===== src/rtl/fetch_stage_if.sv =====
// Fetch-stage bus: redirect/hazard controls, instruction-memory port and IF/ID outputs.
interface fetch_stage_if;
  logic        stall;
  logic        flush;
  logic        branch_taken;
  logic        jump;
  logic        jr;
  logic [31:0] br_base;
  logic [15:0] br_offset;
  logic [25:0] jump_addr;
  logic [31:0] jr_target;
  logic [31:0] imem_pc;
  logic [31:0] imem_read;
  logic        if_id_valid;
  logic [31:0] if_id_pc;
  logic [31:0] if_id_pc_plus1;
  logic [31:0] if_id_instr;

  modport slave (
    input  stall, flush, branch_taken, jump, jr,
    input  br_base, br_offset, jump_addr, jr_target, imem_read,
    output imem_pc, if_id_valid, if_id_pc, if_id_pc_plus1, if_id_instr
  );

  modport master (
    output stall, flush, branch_taken, jump, jr,
    output br_base, br_offset, jump_addr, jr_target, imem_read,
    input  imem_pc, if_id_valid, if_id_pc, if_id_pc_plus1, if_id_instr
  );
endinterface


===== src/rtl/fetch_stage.sv =====
// MIPS instruction fetch: word-indexed PC, redirect/stall/flush handling, IF/ID register.
module fetch_stage #(
  parameter logic [31:0] RESET_PC  = 32'h0000_0000,
  parameter logic [31:0] NOP_INSTR = 32'h0000_0000
) (
  input  logic          clk,
  input  logic          rst,
  fetch_stage_if.slave  bus
);
  localparam logic [1:0] S_RESET    = 2'd0;
  localparam logic [1:0] S_FETCH    = 2'd1;
  localparam logic [1:0] S_HOLD     = 2'd2;
  localparam logic [1:0] S_REDIRECT = 2'd3;

  logic [1:0]  state_q, state_d;
  logic [31:0] pc_q, pc_plus1;
  logic [31:0] target;
  logic        redirect;

  logic        valid_q;
  logic [31:0] id_pc_q, id_pc1_q, id_instr_q;

  assign pc_plus1 = pc_q + 32'd1;
  assign redirect = bus.jr | bus.jump | bus.branch_taken;

  // jr beats jump beats branch; all arithmetic wraps modulo 2^32
  always_comb begin
    target = bus.br_base + {{16{bus.br_offset[15]}}, bus.br_offset};
    if (bus.jr)        target = bus.jr_target;
    else if (bus.jump) target = {bus.br_base[31:26], bus.jump_addr};
  end

  always_comb begin
    state_d = state_q;
    if (redirect) state_d = S_REDIRECT;
    else begin
      case (state_q)
        S_RESET, S_REDIRECT, S_FETCH, S_HOLD:
          state_d = bus.stall ? S_HOLD : S_FETCH;
        default: state_d = S_FETCH;
      endcase
    end
  end

  always_ff @(posedge clk) begin
    if (rst) begin
      state_q    <= S_RESET;
      pc_q       <= RESET_PC;
      valid_q    <= 1'b0;
      id_pc_q    <= 32'd0;
      id_pc1_q   <= 32'd0;
      id_instr_q <= NOP_INSTR;
    end else begin
      state_q <= state_d;
      if (redirect || bus.flush) begin
        // redirect overrides stall; a plain flush still honours it for the PC
        if (redirect)        pc_q <= target;
        else if (!bus.stall) pc_q <= pc_plus1;
        valid_q    <= 1'b0;
        id_pc_q    <= 32'd0;
        id_pc1_q   <= 32'd0;
        id_instr_q <= NOP_INSTR;
      end else if (!bus.stall) begin
        pc_q       <= pc_plus1;
        valid_q    <= 1'b1;
        id_pc_q    <= pc_q;
        id_pc1_q   <= pc_plus1;
        id_instr_q <= bus.imem_read;
      end
    end
  end

  assign bus.imem_pc        = pc_q;
  assign bus.if_id_valid    = valid_q;
  assign bus.if_id_pc       = id_pc_q;
  assign bus.if_id_pc_plus1 = id_pc1_q;
  assign bus.if_id_instr    = id_instr_q;
endmodule


===== src/flat_wrapper.sv =====
// flat-port wrapper written by rule: the top's interface ports become plain ports
module fetch_stage_flat 
#(
  parameter logic [31:0] RESET_PC  = 32'h0000_0000,
  parameter logic [31:0] NOP_INSTR = 32'h0000_0000
)
  (clk, rst, bus_stall, bus_flush, bus_branch_taken, bus_jump, bus_jr, bus_br_base, bus_br_offset, bus_jump_addr, bus_jr_target, bus_imem_read, bus_imem_pc, bus_if_id_valid, bus_if_id_pc, bus_if_id_pc_plus1, bus_if_id_instr);
  fetch_stage_if bus_i ();
  input  logic clk;
  input  logic rst;
  input wire logic [$bits(bus_i.stall)-1:0] bus_stall;
  input wire logic [$bits(bus_i.flush)-1:0] bus_flush;
  input wire logic [$bits(bus_i.branch_taken)-1:0] bus_branch_taken;
  input wire logic [$bits(bus_i.jump)-1:0] bus_jump;
  input wire logic [$bits(bus_i.jr)-1:0] bus_jr;
  input wire logic [$bits(bus_i.br_base)-1:0] bus_br_base;
  input wire logic [$bits(bus_i.br_offset)-1:0] bus_br_offset;
  input wire logic [$bits(bus_i.jump_addr)-1:0] bus_jump_addr;
  input wire logic [$bits(bus_i.jr_target)-1:0] bus_jr_target;
  input wire logic [$bits(bus_i.imem_read)-1:0] bus_imem_read;
  output wire logic [$bits(bus_i.imem_pc)-1:0] bus_imem_pc;
  output wire logic [$bits(bus_i.if_id_valid)-1:0] bus_if_id_valid;
  output wire logic [$bits(bus_i.if_id_pc)-1:0] bus_if_id_pc;
  output wire logic [$bits(bus_i.if_id_pc_plus1)-1:0] bus_if_id_pc_plus1;
  output wire logic [$bits(bus_i.if_id_instr)-1:0] bus_if_id_instr;
  assign bus_i.stall = bus_stall;
  assign bus_i.flush = bus_flush;
  assign bus_i.branch_taken = bus_branch_taken;
  assign bus_i.jump = bus_jump;
  assign bus_i.jr = bus_jr;
  assign bus_i.br_base = bus_br_base;
  assign bus_i.br_offset = bus_br_offset;
  assign bus_i.jump_addr = bus_jump_addr;
  assign bus_i.jr_target = bus_jr_target;
  assign bus_i.imem_read = bus_imem_read;
  assign bus_imem_pc = bus_i.imem_pc;
  assign bus_if_id_valid = bus_i.if_id_valid;
  assign bus_if_id_pc = bus_i.if_id_pc;
  assign bus_if_id_pc_plus1 = bus_i.if_id_pc_plus1;
  assign bus_if_id_instr = bus_i.if_id_instr;
  fetch_stage #(.RESET_PC(RESET_PC), .NOP_INSTR(NOP_INSTR)) u_core (.clk(clk), .rst(rst), .bus(bus_i));
endmodule

===== config.mk =====
export PLATFORM = sky130hd
export DESIGN_NAME = fetch_stage_flat
export DESIGN_NICKNAME = d
export VERILOG_FILES = /design/src/rtl/fetch_stage_if.sv /design/src/rtl/fetch_stage.sv /design/src/flat_wrapper.sv
export SDC_FILE = /design/constraint.sdc
export NUM_CORES = 1
export LEC_CHECK = 0
export ABC_AREA = 1
export CELL_PAD_IN_SITES_DETAIL_PLACEMENT = 1
export CELL_PAD_IN_SITES_GLOBAL_PLACEMENT = 2
export CORE_MARGIN = 3
export CORE_UTILIZATION = 25
export CTS_CLUSTER_SIZE = 20
export DETAILED_ROUTE_END_ITERATION = 16
export MAX_ROUTING_LAYER = met4
export PLACE_DENSITY_LB_ADDON = 0.08
export SETUP_SLACK_MARGIN = 0.1
export SYNTH_ARGS = -nofsm -noshare
export SYNTH_HDL_FRONTEND = slang
export SYNTH_SLANG_ARGS = --single-unit
export TNS_END_PERCENT = 5

===== constraint.sdc =====
create_clock -name clk -period 3.77 [get_ports clk]
set_input_delay 0.754 -clock clk [delete_from_list [all_inputs] [get_ports clk]]
set_output_delay 0.754 -clock clk [all_outputs]
set_load 0.01 [all_outputs]

## After elaboration in Yosys (flattened, before gate mapping)

Index checks and enable logic that the tools add are counted.

- Add/subtract/negate cells: 2
- Mux-type cells: 5
- Reductions and logical operators: 2
- Bitwise gates (word level): 2

Operator list:

| operator | count |
|---|---|
| $mux W32 | 5 |
| $add A32 B1 Y32 const B | 1 |
| $add A32 B32 Y32 | 1 |
| $or A1 B1 Y1 | 2 |
| $reduce_or A2 Y1 | 1 |
| $logic_or A1 B1 Y1 | 1 |

- Register bits: 129
- Output and inout port bits: 129

## Depth between registers and ports, before layout

Gate-level depths: netlist (run 1).

- Depth in word-level cells: 5
- Mapped depth: 13
- Gate-level depth less buffers: 13

## Worst setup path after synthesis (run 1)

No wires, ideal clock.

- Kind: input to register
- Start point: input bus_br_offset[0]
- End point: register u_core.pc_q[28] (netlist: u_core.bus.imem_pc[28])
- Data required time: 3.652 ns
- Stages: 12
- Path buffers: 0
- Data arrival time: 2.137 ns
- Slack: 1.515 ns
- Path through: ha_1 fa_1 nand3_1 nand3_1 nand3_1 nand3_1 nand2_1 nand2_1 nand2_1 nand3_1 nand2_1 a21oi_1

- Longest elaborated chain between the ends: 5

RTL lines:

| item | line | RTL |
|---|---|---|
| start, declared | flat_wrapper.sv:17 | `input wire logic [$bits(bus_i.br_offset)-1:0] bus_br_offset;` |
| $add A32 B32 Y32 | fetch_stage.sv:28 | `target = bus.br_base + {{16{bus.br_offset[15]}}, bus.br_offset};` |
| $mux W32 | fetch_stage.sv:30 | `else if (bus.jump) target = {bus.br_base[31:26], bus.jump_addr};` |
| $mux W32 | fetch_stage.sv:29 | `if (bus.jr) target = bus.jr_target;` |
| $mux W32 | fetch_stage.sv:57 | `if (redirect) pc_q <= target;` |
| $mux W32 | fetch_stage.sv:55 | `if (redirect \|\| bus.flush) begin` |
| end signal, assigned | fetch_stage.sv:57 |  |
| end signal, assigned | fetch_stage.sv:58 | `else if (!bus.stall) pc_q <= pc_plus1;` |
| end signal, assigned | fetch_stage.sv:64 | `pc_q <= pc_plus1;` |
| end, declared | fetch_stage.sv:16 | `logic [31:0] pc_q, pc_plus1;` |

No other way between the ends.
A chain may end at the register's enable or synchronous reset.

## Worst setup path in the final report (run 1)

- Start point: input bus_br_offset[15]
- End point: register u_core.pc_q[28] (netlist: u_core.bus.imem_pc[28])

The elaborated chain is that of the path after synthesis.

==> results of run 1 <==
-- power breakdown --
group          switching (W)  internal [W]  total, W
logic               0.000537      0.000402  0.000938
clock network       0.000695       0.00101   0.00170
registers          0.0000756       0.00140   0.00148
-- per-stage QoR --
stage | power (W) | std cells
detailed placement | 0.00246 | 2072
finish | 0.00411 | 2106
global route | 0.00435 | 2106
CTS | 0.00419 | 2104
floorplan | 0.00199 | 1402
global placement | 0.00245 | 2072
-- synth_stat cells (5+ instances only) --
| cell type | count |
|---|---|
| sky130_fd_sc_hd__nor2_2 | 5 |
| sky130_fd_sc_hd__nand3b_1 | 7 |
| sky130_fd_sc_hd__nand3_1 | 57 |
| sky130_fd_sc_hd__nand2_1 | 482 |
| sky130_fd_sc_hd__a21oi_1 | 198 |
| sky130_fd_sc_hd__buf_2 | 13 |
| sky130_fd_sc_hd__nor2_1 | 157 |
| sky130_fd_sc_hd__a21oi_2 | 5 |
| sky130_fd_sc_hd__ha_1 | 32 |
| sky130_fd_sc_hd__dfxtp_1 | 129 |
| sky130_fd_sc_hd__xor2_1 | 17 |
| sky130_fd_sc_hd__inv_1 | 146 |
| sky130_fd_sc_hd__o21ai_0 | 30 |
| sky130_fd_sc_hd__nand4_1 | 11 |
| sky130_fd_sc_hd__inv_2 | 8 |
| sky130_fd_sc_hd__nor3_1 | 7 |
| sky130_fd_sc_hd__clkbuf_1 | 39 |
| sky130_fd_sc_hd__nor3_2 | 7 |
-- tightest hold or removal path: stages (launching register included) --
cell	delay, ps
sky130_fd_sc_hd__dfxtp_1	310
sky130_fd_sc_hd__nand2_1	60
sky130_fd_sc_hd__a21oi_1	50
-- final cells by class --
cell class	instances	area [um^2]	area share, %
Tap cell	442	553	4.51
Timing Repair Buffer	284	2830	23.1
Antenna cell	2	5.00	0.0409
Clock inverter	13	153	1.25
Clock buffer	19	443	3.62
Sequential cell	129	2580	21.1
Multi-Input combinational cell	1061	5090	41.6
Inverter	156	586	4.78
-- registers in the layout, summed over array words and instances, names as in the netlist --
name / flops
u_core.bus.imem_pc: 32
u_core.bus.if_id_instr: 32
u_core.bus.if_id_pc: 32
u_core.bus.if_id_valid: 1
u_core.bus.if_id_pc_plus1: 32
-- per-layer routing --
layer  share of wire, %  GRT usage [%]
met1                 48           27.8
met2                 46           34.8
met3                4.4           3.57
met4                1.1           4.26
met5                  0              -
-- how the worst min path moves through the flow --
stage                               start                          to  depth (start not counted)
2_1_floorplan   u_core.bus.if_id_instr[8]   u_core.bus.if_id_instr[8]                          2
3_3_place_gp    u_core.bus.if_id_instr[8]   u_core.bus.if_id_instr[8]                          2
3_5_place_dp    u_core.bus.if_id_instr[8]   u_core.bus.if_id_instr[8]                          2
4_1_cts         u_core.bus.if_id_instr[8]   u_core.bus.if_id_instr[8]                          2
5_1_grt        u_core.bus.if_id_instr[29]  u_core.bus.if_id_instr[29]                          2
6_report       u_core.bus.if_id_instr[19]  u_core.bus.if_id_instr[19]                          2
-- layout by cell type, fill, tap and decap left out, drive strengths merged, types with 4 or more instances in the layout --
master and instances:
nand2 486, clkdlybuf4s50 271, a21oi 203, nor2 166, inv 159, dfxtp 129
nand3 59, o21ai 34, ha 32, clkbuf 19, nor3 18, xor2 17
buf 13, nand4 12, nand3b 7, clkinv 6, and2 4, o211ai 4
-- cells by family after synthesis --
logic type	count (synthesis)	share of synthesized area, %
flip-flops	129	30.4
adder cells (fa/ha/maj)	33	4.96
AO/OA/AOI/OAI	256	15.9
AND/OR/NAND/NOR	752	37.0
buffers and inverters	212	9.57
XOR/XNOR	20	2.07
==> reports/metrics.json, run 1 <==
{
  "outcome": {"value": "finished, final reports clean"},
  "hp-class": {"value": "reg -> reg"},
  "clkSlewWorstSetupHoldPaths": {"value": 60, "unit": "ps"},
  "tightest_slew": {"value": 1150, "unit": "ps"},
  "post_synth_main_area_contributors": {"value": "sky130_fd_sc_hd__dfxtp_1 30%, sky130_fd_sc_hd__nand2_1 21%, sky130_fd_sc_hd__a21oi_1 12%"},
  "avgSynthCellArea": {"value": 6.05, "unit": "um^2"},
  "floorplan.io_pins": {"value": 274},
  "crit_path_top_delay_cell": {"value": "sky130_fd_sc_hd__ha_1"},
  "wl_per_cell": {"value": 18.0, "unit": "um"},
  "first_iter_violations": {"value": 490},
  "timing.fmax": {"value": 0.370, "unit": "GHz"},
  "power_per_cell_area": {"value": 336, "unit": "mW/mm^2"},
  "grt_pass1_vias": {"value": 9837},
  "post-cts-setup-buffers": {"value": 0},
  "crit_path_max_incr_delay": {"value": 460, "unit": "ps"},
  "cp.arrival": {"value": 3020, "unit": "ps"},
  "yosysTopAreaCellShare": {"value": 30.4, "unit": "%"},
  "design.die.area": {"value": 0.0362, "unit": "mm^2"},
  "design.core.area": {"value": 0.0329, "unit": "mm^2"},
  "core.rowCount": {"value": 66},
  "post_synthesis_net_count": {"value": 1580},
  "r2r.worst_path.cells": {"value": 11},
  "post_dp_cell_area": {"value": 0.0116, "unit": "mm^2"},
  "avgViaCountPerCell": {"value": 4.61},
  "synth_cell_types": {"value": 40},
  "p_leak": {"value": 5.19, "unit": "nW"},
  "top_cell_type_by_total_area_after_synthesis": {"value": "sky130_fd_sc_hd__dfxtp_1"},
  "hold_buffers": {"value": 0},
  "cts_inserted_buffers": {"value": 17},
  "drive_gt1_share": {"value": 5.35, "unit": "%"},
  "detailedRoute.firstPassIterationCount": {"value": 4},
  "cp_num_cells": {"value": 13},
  "rr_endpoint": {"value": "u_core.bus.imem_pc[26]"},
  "slew_headroom": {"value": 23.3, "unit": "%"},
  "finalMaxSlewViolations": {"value": 0},
  "critical_path.cell_chain": {"value": "clkdlybuf4s50_1 > buf_4 > ha_1 > nand2_1 > inv_1 > nand2_1 > nor3_1 > and2_1 > nand2_1 > nand3_1 > nand3_1 > nand2_1 > a21oi_1"},
  "syn_area": {"value": 0.00848, "unit": "mm^2"},
  "timing.rr.start": {"value": "u_core.bus.imem_pc[1]"},
  "detailroute.via_count": {"value": 9710},
  "cp-start-kind": {"value": "input pin"},
  "final_core_utilization": {"value": 37.2, "unit": "%"},
  "h-tree-depth": {"value": 4},
  "fin_worst_hold_slack": {"value": 463, "unit": "ps"},
  "max-cap-violations": {"value": 0},
  "num-nets-final": {"value": 1827},
  "clock_sinks": {"value": 129},
  "setup_repair_after_global_routing_missed_its_margin": {"value": "false"},
  "grt_max_degree": {"value": 147},
  "routabilityCongestion": {"value": 0.862},
  "yosys_register_bits": {"value": 129},
  "ys_warn_count": {"value": 0},
  "drc": {"value": 0},
  "antenna_left": {"value": 0},
  "setup-violations-final": {"value": 0},
  "area_growth_syn_to_layout": {"value": 44.4, "unit": "%"},
  "critical_path.most_common_cell": {"value": "sky130_fd_sc_hd__nand2_1"},
  "cell_count_after_synthesis": {"value": 1402},
  "clock-skew-final": {"value": 10.9, "unit": "ps"},
  "antenna_found_initial": {"value": 2},
  "io_buffers": {"value": 273},
  "synth_enable_flop_cells": {"value": 0},
  "detailed_place_hpwl": {"value": 30.1, "unit": "mm"},
  "timing.final.ws_setup": {"value": 1070, "unit": "ps"},
  "chipWidth": {"value": 190, "unit": "um"},
  "n_fill_cell": {"value": 4222},
  "cts_buffer_depth": {"value": 2},
  "final.setup.tns": {"value": 0, "unit": "ps"},
  "timing.final.hold_violations": {"value": 0},
  "stdcell_area": {"value": 0.0122, "unit": "mm^2"},
  "worst_skew_pair.late_latency": {"value": 430, "unit": "ps"},
  "crit_path_max_fanout": {"value": 17},
  "cp_data_required_time": {"value": 4090, "unit": "ps"},
  "critPathCapture": {"value": "u_core.bus.imem_pc[28]"},
  "cts_root_buf": {"value": "sky130_fd_sc_hd__clkbuf_16"},
  "async_reset_ff_share": {"value": 0, "unit": "%"},
  "peakVddDrop": {"value": 0.307, "unit": "mV"},
  "cts_repair_resize_count": {"value": 0},
  "kind_of_critical_path": {"value": "in -> reg"},
  "cpLargestDelayFamily": {"value": "simple AND/OR/NAND/NOR gates"},
  "global_route_wire_length_before_repair": {"value": 58.0, "unit": "mm"},
  "dpl_worst_slack": {"value": 583, "unit": "ps"},
  "die_h": {"value": 190, "unit": "um"},
  "period_share": {"value": 71.6, "unit": "%"},
  "cts_tree": {"value": "yes"},
  "finalWirelength": {"value": 37.9, "unit": "mm"},
  "reg2reg_slack": {"value": 1620, "unit": "ps"},
  "timing.critical_path.to_type": {"value": "register"},
  "min_period": {"value": 2700, "unit": "ps"},
  "initial_cell_density_of_the_core": {"value": 25.7, "unit": "%"},
  "worst_setup_path_startpoint": {"value": "bus_br_offset[15]"},
  "ys_dominant_reg_cell": {"value": "sky130_fd_sc_hd__dfxtp_1"},
  "grt_overflow": {"value": 0},
  "grt_use_total": {"value": 21.3, "unit": "%"},
  "critical_path_buf_inv_count": {"value": 3},
  "synth_seq_area_share": {"value": 30.4, "unit": "%"}
}
(Power assumes the default switching activity.)
==> run 2: changes to the inputs <==
--- a/config.mk
+++ b/config.mk
@@ -9,7 +9,7 @@
 export CELL_PAD_IN_SITES_DETAIL_PLACEMENT = 1
 export CELL_PAD_IN_SITES_GLOBAL_PLACEMENT = 2
 export CORE_MARGIN = 3
-export CORE_UTILIZATION = 25
+export CORE_UTILIZATION = 21
 export CTS_CLUSTER_SIZE = 20
 export DETAILED_ROUTE_END_ITERATION = 16
 export MAX_ROUTING_LAYER = met4
==> constraint.sdc (replaced) <==
create_clock -name clk -period 2.3 [get_ports clk]
set_input_delay 0.46 -clock clk [delete_from_list [all_inputs] [get_ports clk]]
set_output_delay 0.46 -clock clk [all_outputs]
set_load 0.01 [all_outputs]
==> run 2 against run 1 <==
Compared with the run above: final cell count increased by 9.3%; global-route usage fell by 1.3 points; sequential share of layout area decreased by 2.1 points; total power is 73% higher; combinational power is 110% higher; critical path type is now reg -> out; largest power group unchanged.
==> reports/metrics.json, run 2 (synthesized netlist as in run 1, its figures left out) <==
{
  "worst_skew_pair.late_latency": {"value": 430, "unit": "ps", "change": "about the same"},
  "timing.critical_path.to_type": {"value": "output port"},
  "setup-violations-final": {"value": 0, "change": "unchanged"},
  "grt_use_total": {"value": 19.9, "unit": "%", "change": "-1.3 points"},
  "kind_of_critical_path": {"value": "reg -> out"},
  "slew_headroom": {"value": 59.1, "unit": "%", "change": "+36 points"},
  "antenna_left": {"value": 0, "change": "unchanged"},
  "cts_tree": {"value": "yes"},
  "area_growth_syn_to_layout": {"value": 60.9, "unit": "%"},
  "r2r.worst_path.cells": {"value": 10, "change": "-1"},
  "cts_buffer_depth": {"value": 2, "change": "unchanged"},
  "n_fill_cell": {"value": 4991, "change": "+18%"},
  "ff_latch_area": {"value": 0.00258, "unit": "mm^2", "change": "about the same"},
  "num-nets-final": {"value": 1946, "change": "+6.5%"},
  "final_cell_mix": {"value": "459 x sky130_fd_sc_hd__nand2_1, 268 x sky130_fd_sc_hd__clkdlybuf4s50_1, 191 x sky130_fd_sc_hd__a21oi_1"},
  "grt_max_degree": {"value": 66, "change": "-55%"},
  "cts_inserted_buffers": {"value": 17, "change": "unchanged"},
  "detailroute.via_count": {"value": 10227, "change": "+5.3%"},
  "drc": {"value": 0, "change": "unchanged"},
  "clock-skew-final": {"value": 15.7, "unit": "ps", "change": "+4.85 ps"},
  "first_iter_violations": {"value": 425, "change": "-13%"},
  "h-tree-depth": {"value": 4, "change": "unchanged"},
  "power_per_cell_area": {"value": 520, "unit": "mW/mm^2", "change": "+55%"},
  "finalMaxSlewViolations": {"value": 0, "change": "unchanged"},
  "timing.fmax": {"value": 0.467, "unit": "GHz"},
  "critPathCapture": {"value": "bus_imem_pc[18]"},
  "cp.arrival": {"value": 1680, "unit": "ps", "change": "-1340 ps"},
  "min_period": {"value": 2140, "unit": "ps"},
  "layout_commonest_cell": {"value": "sky130_fd_sc_hd__nand2_1"},
  "grt_overflow": {"value": 0, "change": "unchanged"},
  "worst_setup_path_startpoint": {"value": "u_core.bus.imem_pc[18]"},
  "grt_pass1_vias": {"value": 10707, "change": "+8.8%"},
  "period_share": {"value": 93.1, "unit": "%"},
  "timing.rr.start": {"value": "u_core.bus.imem_pc[19]"},
  "clkSlewWorstSetupHoldPaths": {"value": 60, "unit": "ps", "change": "about the same"},
  "timing.final.ws_setup": {"value": 158, "unit": "ps", "change": "-911 ps"},
  "core.rowCount": {"value": 72, "change": "+9.1%"},
  "finalWirelength": {"value": 42.2, "unit": "mm", "change": "+11%"},
  "clock_sinks": {"value": 129, "change": "unchanged"},
  "drive_gt1_share": {"value": 15.4, "unit": "%", "change": "+10 points"},
  "io_buffers": {"value": 273, "change": "unchanged"},
  "avgViaCountPerCell": {"value": 4.44, "change": "-3.6%"},
  "crit_path_max_fanout": {"value": 6, "change": "-11"},
  "setup_repair_after_global_routing_missed_its_margin": {"value": "true"},
  "p_leak": {"value": 5.83, "unit": "nW", "change": "+12%"},
  "design.die.area": {"value": 0.0428, "unit": "mm^2", "change": "+18%"},
  "multi_input_area": {"value": 0.00544, "unit": "mm^2", "change": "+6.8%"},
  "antenna_found_initial": {"value": 2, "change": "unchanged"},
  "initial_cell_density_of_the_core": {"value": 21.6, "unit": "%", "change": "-4.1 points"},
  "detailed_place_hpwl": {"value": 34.0, "unit": "mm", "change": "+13%"},
  "wl_per_cell": {"value": 18.3, "unit": "um", "change": "+1.9%"},
  "cp_data_required_time": {"value": 1840, "unit": "ps", "change": "-2250 ps"},
  "cts_root_buf": {"value": "sky130_fd_sc_hd__clkbuf_16"},
  "rr_endpoint": {"value": "u_core.bus.imem_pc[29]"},
  "cp-start-kind": {"value": "register"},
  "detailedRoute.firstPassIterationCount": {"value": 4, "change": "unchanged"},
  "timing.final.hold_violations": {"value": 0, "change": "unchanged"},
  "floorplan.io_pins": {"value": 274, "change": "unchanged"},
  "outcome": {"value": "finished, final reports clean"},
  "tightest_slew": {"value": 613, "unit": "ps", "change": "-538 ps"},
  "chipWidth": {"value": 207, "unit": "um", "change": "+8.8%"},
  "hp-class": {"value": "in -> reg"},
  "fin_worst_hold_slack": {"value": 389, "unit": "ps", "change": "-74.4 ps"},
  "global_route_wire_length_before_repair": {"value": 63.6, "unit": "mm", "change": "+9.8%"},
  "dpl_worst_slack": {"value": -517, "unit": "ps", "change": "-1100 ps"},
  "die_h": {"value": 207, "unit": "um", "change": "+8.8%"},
  "design.core.area": {"value": 0.0393, "unit": "mm^2", "change": "+19%"},
  "reg2reg_slack": {"value": 310, "unit": "ps", "change": "-1310 ps"},
  "max-cap-violations": {"value": 0, "change": "unchanged"},
  "routabilityCongestion": {"value": 0.847, "change": "-1.7%"},
  "peakVddDrop": {"value": 0.483, "unit": "mV", "change": "+58%"}
}
[run 2: cell types whose count changed in the layout (fill, tap and decap cells not counted), sizes merged]
cell,before,now
clkdlybuf4s50,271,268
clkbuf,19,20
inv,159,155
dlymetal6s2s,0,3
clkinvlp,2,6
clkinv,6,5
buf,13,132
[run 2: worst max-delay path, cell delays in order, from the launching register on]
cell and delay (ps):
sky130_fd_sc_hd__dfxtp_1 500, sky130_fd_sc_hd__buf_4 220, sky130_fd_sc_hd__clkdlybuf4s50_1 540
[run 2: how the worst min path moves through the flow]
stage / startpoint / end / cells past startpoint
2_1_floorplan: u_core.bus.if_id_instr[8] / u_core.bus.if_id_instr[8] / 2
5_1_grt: bus_stall / u_core.bus.if_id_pc[14] / 3
6_report: bus_stall / u_core.bus.if_id_pc[14] / 3
4_1_cts: bus_stall / u_core.bus.if_id_pc[14] / 3
3_3_place_gp: u_core.bus.if_id_instr[8] / u_core.bus.if_id_instr[8] / 2
3_5_place_dp: u_core.bus.if_id_instr[8] / u_core.bus.if_id_instr[8] / 2
[run 2: power by group]
group	internal, W	leakage, nW	switching, W
registers	0.00230	1.05	0.000104
logic	0.000916	4.51	0.00104
clock network	0.00165	0.271	0.00110
[run 2: timing repair]
| item | in CTS | in global routing |
|---|---|---|
| resized for setup | 16 | 70 |
| endpoints found under the setup margin | 19 | 28 |
| buffers inserted | 0 | 4 |
| hold endpoints to repair | 0 | 0 |
| hold buffers | 0 | 0 |
| pin swaps | 0 | 16 |
[run 2: through the flow]
step	cells	utilization [%]	total power, W	area (um^2)	TNS [ps]
after global routing	2301	34.7	0.00752	13600	-3.72
after floorplan	1402	-	0.00326	8480	0
final	2301	34.7	0.00710	13600	0
after CTS	2295	33.8	0.00714	13300	0
after detailed placement	2263	32.2	0.00433	12700	-11100
after global placement	2263	32.2	0.00432	12700	-10480
[run 2: cell type report]
cell class | count | area share (%)
Antenna cell | 2 | 0.0367
Inverter | 156 | 4.29
Sequential cell | 129 | 18.9
Tap cell | 518 | 4.75
Clock inverter | 12 | 0.972
Timing Repair Buffer | 403 | 27.8
Clock buffer | 20 | 3.35
Multi-Input combinational cell | 1061 | 39.9
[run 2: routing by layer]
metal	GRT usage, %	up-vias	wire (um)
met2	32.4	201	19600
met5	-	-	0
met4	2.62	0	240
met3	3.58	17	2010
met1	26.7	4813	20300
li1	-	5196	-
